==> src/rtl/sfm_fp_stream_minmax_acc.sv <==
// Streaming FP min/max reducer: per-beat lane reduction folded into a running
// accumulator, returning the extremum and its global element index.
module sfm_fp_stream_minmax_acc #(
   parameter int unsigned EXP_BITS   = 8,   // 8/7 = FP16ALT (bfloat16)
   parameter int unsigned MAN_BITS   = 7,
   parameter int unsigned VECT_WIDTH = 4,
   parameter int unsigned CNT_WIDTH  = 16,
   localparam int unsigned WIDTH     = 1 + EXP_BITS + MAN_BITS
) (
   input  logic                        clk_i,
   input  logic                        rst_i,
   input  logic                        clear_i,
   input  logic                        valid_i,
   output logic                        ready_o,
   input  logic                        last_i,
   input  logic [VECT_WIDTH-1:0]       strb_i,
   input  logic [VECT_WIDTH*WIDTH-1:0] vect_i,
   input  logic                        mode_i,   // 0 = MIN, 1 = MAX
   output logic                        valid_o,
   input  logic                        ready_i,
   output logic [WIDTH-1:0]            res_o,
   output logic [CNT_WIDTH-1:0]        idx_o,
   output logic                        strb_o,
   output logic                        ovf_o
);

   localparam int unsigned LANE_W = (VECT_WIDTH > 1) ? $clog2(VECT_WIDTH) : 1;
   localparam int unsigned IW     = CNT_WIDTH + LANE_W + 1;

   localparam logic [1:0] IDLE = 2'd0;
   localparam logic [1:0] ACC  = 2'd1;
   localparam logic [1:0] OUT  = 2'd2;

   localparam logic [WIDTH-1:0] CANON_NAN =
      {1'b0, {EXP_BITS{1'b1}}, 1'b1, {(MAN_BITS-1){1'b0}}};

   // Maps FP bits onto an unsigned key whose order is the IEEE total order
   // (-0 below +0), so one unsigned compare serves both signs.
   function automatic logic [WIDTH-1:0] order_key(input logic [WIDTH-1:0] x);
      return x[WIDTH-1] ? ~x : {1'b1, x[WIDTH-2:0]};
   endfunction

   logic [1:0]                         state_q;
   logic                               mode_q;
   logic [CNT_WIDTH-1:0]               beat_cnt_q;
   logic                               acc_vld_q;
   logic [WIDTH-1:0]                   acc_val_q;
   logic [CNT_WIDTH-1:0]               acc_idx_q;
   logic                               acc_ovf_q;

   logic [VECT_WIDTH-1:0][WIDTH-1:0]   lanes;
   logic [VECT_WIDTH-1:0][WIDTH-1:0]   lane_key;
   logic [VECT_WIDTH-1:0]              lane_ok;

   logic                               use_max;
   logic                               beat_vld;
   logic [WIDTH-1:0]                   beat_val;
   logic [WIDTH-1:0]                   beat_key;
   logic [LANE_W-1:0]                  beat_lane;

   logic [IW-1:0]                      base_w;
   logic [IW-1:0]                      last_w;
   logic                               beat_ovf;
   logic [CNT_WIDTH-1:0]               beat_idx;

   logic                               acc_live;
   logic [WIDTH-1:0]                   acc_key;
   logic                               take_beat;
   logic                               nxt_vld;
   logic [WIDTH-1:0]                   nxt_val;
   logic [CNT_WIDTH-1:0]               nxt_idx;
   logic                               nxt_ovf;

   assign lanes   = vect_i;
   assign ready_o = (state_q != OUT);
   assign valid_o = (state_q == OUT);
   assign use_max = (state_q == IDLE) ? mode_i : mode_q;

   for (genvar g = 0; g < VECT_WIDTH; g++) begin : g_lane
      assign lane_ok[g]  = strb_i[g] &&
                           !(&lanes[g][WIDTH-2:MAN_BITS] && |lanes[g][MAN_BITS-1:0]);
      assign lane_key[g] = order_key(lanes[g]);
   end

   // Strict compare: an equal later lane never displaces an earlier one.
   always_comb begin
      beat_vld  = 1'b0;
      beat_val  = '0;
      beat_key  = '0;
      beat_lane = '0;
      for (int unsigned i = 0; i < VECT_WIDTH; i++) begin
         if (lane_ok[i] && (!beat_vld ||
             (use_max ? (lane_key[i] > beat_key) : (lane_key[i] < beat_key)))) begin
            beat_vld  = 1'b1;
            beat_val  = lanes[i];
            beat_key  = lane_key[i];
            beat_lane = LANE_W'(i);
         end
      end
   end

   // Overflow is flagged as soon as any index of the beat leaves the range.
   assign base_w   = IW'(beat_cnt_q) * IW'(VECT_WIDTH);
   assign last_w   = base_w + IW'(VECT_WIDTH - 1);
   assign beat_ovf = |last_w[IW-1:CNT_WIDTH];
   assign beat_idx = base_w[CNT_WIDTH-1:0] + CNT_WIDTH'(beat_lane);

   assign acc_live  = (state_q == ACC) && acc_vld_q;
   assign acc_key   = order_key(acc_val_q);
   assign take_beat = beat_vld && (!acc_live ||
                      (use_max ? (beat_key > acc_key) : (beat_key < acc_key)));
   assign nxt_vld   = acc_live || beat_vld;
   assign nxt_val   = take_beat ? beat_val : acc_val_q;
   assign nxt_idx   = take_beat ? beat_idx : acc_idx_q;
   assign nxt_ovf   = ((state_q == ACC) && acc_ovf_q) || beat_ovf;

   always_ff @(posedge clk_i) begin
      if (rst_i || clear_i) begin
         state_q    <= IDLE;
         mode_q     <= 1'b0;
         beat_cnt_q <= '0;
         acc_vld_q  <= 1'b0;
         acc_val_q  <= '0;
         acc_idx_q  <= '0;
         acc_ovf_q  <= 1'b0;
         res_o      <= '0;
         idx_o      <= '0;
         strb_o     <= 1'b0;
         ovf_o      <= 1'b0;
      end else begin
         case (state_q)
            IDLE, ACC: begin
               if (valid_i) begin
                  if (state_q == IDLE) mode_q <= mode_i;
                  acc_vld_q <= nxt_vld;
                  acc_val_q <= nxt_val;
                  acc_idx_q <= nxt_idx;
                  acc_ovf_q <= nxt_ovf;
                  if (last_i) begin
                     state_q    <= OUT;
                     beat_cnt_q <= '0;
                     res_o      <= nxt_vld ? nxt_val : CANON_NAN;
                     idx_o      <= nxt_vld ? nxt_idx : '0;
                     strb_o     <= nxt_vld;
                     ovf_o      <= nxt_ovf;
                  end else begin
                     state_q    <= ACC;
                     beat_cnt_q <= beat_cnt_q + CNT_WIDTH'(1);
                  end
               end
            end
            OUT: begin
               if (ready_i) begin
                  state_q   <= IDLE;
                  acc_vld_q <= 1'b0;
                  acc_ovf_q <= 1'b0;
                  ovf_o     <= 1'b0;
               end
            end
            default: state_q <= IDLE;
         endcase
      end
   end

endmodule

==> config.mk <==
export PLATFORM = sky130hd
export DESIGN_NAME = sfm_fp_stream_minmax_acc
export DESIGN_NICKNAME = d
export VERILOG_FILES = /design/src/rtl/sfm_fp_stream_minmax_acc.sv
export SDC_FILE = /design/constraint.sdc
export NUM_CORES = 1
export LEC_CHECK = 0
export CAP_MARGIN = 5
export CELL_PAD_IN_SITES_DETAIL_PLACEMENT = 0
export CELL_PAD_IN_SITES_GLOBAL_PLACEMENT = 2
export CORE_ASPECT_RATIO = 0.9
export CORE_MARGIN = 4
export CORE_UTILIZATION = 35
export CTS_BUF_LIST = sky130_fd_sc_hd__clkbuf_16
export DETAILED_ROUTE_END_ITERATION = 8
export PLACE_DENSITY = 0.95
export SYNTH_ARGS = -nofsm -noshare
export SYNTH_HDL_FRONTEND = slang
export SYNTH_SLANG_ARGS = --single-unit
==> constraint.sdc <==
create_clock -name clk_i -period 25.7 [get_ports clk_i]
set_input_delay 5.14 -clock clk_i [delete_from_list [all_inputs] [get_ports clk_i]]
set_output_delay 5.14 -clock clk_i [all_outputs]
set_load 0.01 [all_outputs]
==> run metrics <==
CTS Buf Count=9; via count=6512; warnings from Yosys=0; Worst Hold Class=flip-flop to flip-flop; peak supply drop=0.0326 mV; CTS tree=done; Setup crit start=vect_i[3]; Core ar.=20000 um2; r2r setup slk=15.11 ns; P&R area growth vs syn=21.5%; post-synthesis sequential area ratio=0.243; CP endpoint kind=flip-flop; Finish-stage setup viols=0; Antenna Nets Post-Route=0; Sum Neg Setup Slack=0 ns; delay-heaviest family, CP=simple AND/OR/NAND/NOR gates; Synth Instances=872; Final #Nets=1085; layer with the highest usage=met2; Starting Density=0.357; die area=22800 um2; setup bufs post-CTS=0; clk_lat worst skew=0.34 ns; ys flop type=dfxtp_1; Worst slew margin=0.202; Total GRT Usage=0.181; grt total ovfl=0; CTS HTree Levels=3; Fin Hold WS=0.444 ns; fin crit period=16.97 ns; met1 GRT Util=0.259; pin count of the biggest net entering global routing=39; clock slew at reported path FFs=0.07 ns; # rows=49; worst-path fanout max=38; met3 usage=0.0304; initial antenna violation count=0; cell leakage power=3.18 nW; root buf cell=clkbuf_16; Routed Wire Length=21.0 mm; Pwr Density=54.8 nW/um2; required time worst endpoint=25.95 ns; # Max-Cap Violations=0; starting DRC count in detailed routing=478; ant diodes=0; largest cells by area after synthesis=dfxtp_1 24%, ha_1 11%, xor2_1 6.4%; Yosys reg bits=87; top cell type's share of synthesized area=0.243; FMAX=58.9 MHz; unrepaired setup endpoints after global routing=false; CTS Hold Bufs=0; half-perimeter wire length after placement=16.8 mm; RR Endpoint=acc_idx_q[0]; EDFF count, synth=0; Die Wd=159 um; met2 usage=0.291; vias per cell=5.40; Worst Path Arrival=17.22 ns; crit path capture=acc_idx_q[0]; most used cell, CP=nand4_1; Worst Clk Skew=0.00641 ns; # DRC=0; Worst R2R Start=state_q[0]; critical path depth in cells=41; share of layout cells above drive strength 1=0.0568; share of synthesized flip-flops with an asynchronous set or reset=0; max-slew violation count=0; post_cts resized=0; Critical Path Start Type=primary input; outcome=finished clean; Ports=111; Avg WL per Cell=17.4 um; CTS Sinks=87; Mapped Area=7160 um2; Worst Path Buf+Inv=5; Crit-path slowest cell=a211oi_4; RePlAce Congestion=0.888; Clock Path Buffers=2; first-pass GRT wire length=33.7 mm; vias in the first global route=6257; Port-buffer cells=110; Worst R2R Path Depth=34; syn_area_per_cell=8.21 um2; Die Y=144 um; critical path class=primary input to flip-flop; final worst-path cycle share=0.660; crit-path max cell delay=0.89 ns; DR pass1 iterations=5; final hold vios=0; cell taking the most area after synthesis=dfxtp_1; post-synth cell types=71; Tightest Pin Transition=1.20 ns; Syn Nets=1012
[where the power goes]
part           switching [mW]  leakage [nW]  internal [mW]
logic                  0.0997          2.29         0.0736
registers             0.00344         0.705          0.138
clock network          0.0555         0.183          0.106
total                   0.159          3.18          0.318
[layout make-up]
cell class / instances / area (um2)
multi-input cells: 706 / 5010
well taps: 255 / 319
clock inverters: 7 / 149
fillers: 1996 / 11400
inverters: 24 / 90.1
clock buffers: 9 / 225
repair buffers: 117 / 1150
flip-flops and latches: 87 / 1740
[worst min-delay path: cells and delay by family, from the launching register on]
family           cells  cell delay [ns]
DFF                  1             0.31
and+or+nand+nor      2             0.09
[synthesized netlist by cell type (21+ instances only)]
master and count:
mux2i_1 42, nor2_1 81, a21oi_1 80, ha_1 65
dfxtp_1 87, inv_1 24, o21ai_0 43, xnor2_1 33
nand4_1 21, xor2_1 52, clkbuf_1 26, nand2_1 55
[metal layers]
metal | vias up | share of wire
met5 | - | 0
met4 | 0 | 0.012
met3 | 21 | 0.044
met2 | 158 | 0.44
met1 | 2992 | 0.50
li1 | 3341 | -
[cells by family after synthesis]
family	count (synthesis)	share of synthesized area
and+or+nand+nor	253	0.175
buffers and inverters	79	0.0565
muxes	44	0.0640
xor gates and xnor gates	85	0.104
DFF	87	0.243
AOI/OAI and AO/OA	259	0.244
adders and majority gates	65	0.114
[registers in the layout, summed over array words and instances (netlist names), 2 cells and up]
register    flops
acc_val_q      16
beat_cnt_q     16
acc_idx_q      16
res_o          16
state_q         2
idx_o          16
[stage by stage]
stage / std cells / power, mW / utilization / setup slack, ns / cell area [um2]
global route: 1205 / 0.506 / 0.434 / 7.69 / 8690
global placement: 1189 / 0.316 / 0.415 / 8.77 / 8320
CTS: 1205 / 0.478 / 0.434 / 8.96 / 8690
detailed placement: 1189 / 0.316 / 0.415 / 8.71 / 8320
finish: 1205 / 0.476 / 0.434 / 8.73 / 8690
floorplan: 872 / 0.268 / - / 11.89 / 7160
[worst min-delay path by stage]
stage                    from         to  cells past startpoint
detailed placement     strb_o     strb_o                      2
floorplan           acc_vld_q  acc_vld_q                      2
CTS                    strb_o     strb_o                      2
global placement       strb_o     strb_o                      2
global route           strb_o     strb_o                      2
finish                 strb_o     strb_o                      2
[layout by cell type (no fill, tap or decap), types with 4 or more instances in the layout]
| master | Yosys | routed |
|---|---|---|
| clkdlybuf4s50_1 | 0 | 110 |
| dfxtp_1 | 87 | 87 |
| nor2_1 | 81 | 81 |
| a21oi_1 | 80 | 79 |
| ha_1 | 65 | 65 |
| nand2_1 | 55 | 55 |
| xor2_1 | 52 | 52 |
| o21ai_0 | 43 | 43 |
| mux2i_1 | 42 | 42 |
| xnor2_1 | 33 | 33 |
| inv_1 | 24 | 24 |
| nand4_1 | 21 | 21 |
| nor3_1 | 17 | 17 |
| o21ai_1 | 17 | 17 |
| a32o_1 | 15 | 15 |
| or3_1 | 15 | 15 |
| a211oi_1 | 14 | 14 |
| o221ai_1 | 11 | 11 |
| a21o_1 | 10 | 10 |
| or2_1 | 10 | 10 |
| nand3_1 | 9 | 9 |
| a21boi_1 | 9 | 9 |
| clkbuf_16 | 0 | 9 |
| a32oi_1 | 8 | 8 |
| nor4_1 | 7 | 7 |
| a21boi_0 | 7 | 7 |
| buf_4 | 4 | 7 |
| o211ai_1 | 6 | 6 |
| and3_1 | 6 | 6 |
| or3_2 | 5 | 5 |
| nor2b_1 | 4 | 4 |
| o21a_1 | 4 | 4 |
| a31oi_1 | 4 | 4 |
| or2_2 | 4 | 4 |
| o221ai_2 | 4 | 4 |
| bufinv_16 | 0 | 4 |
Note: power is estimated with default switching activity, not from simulation.
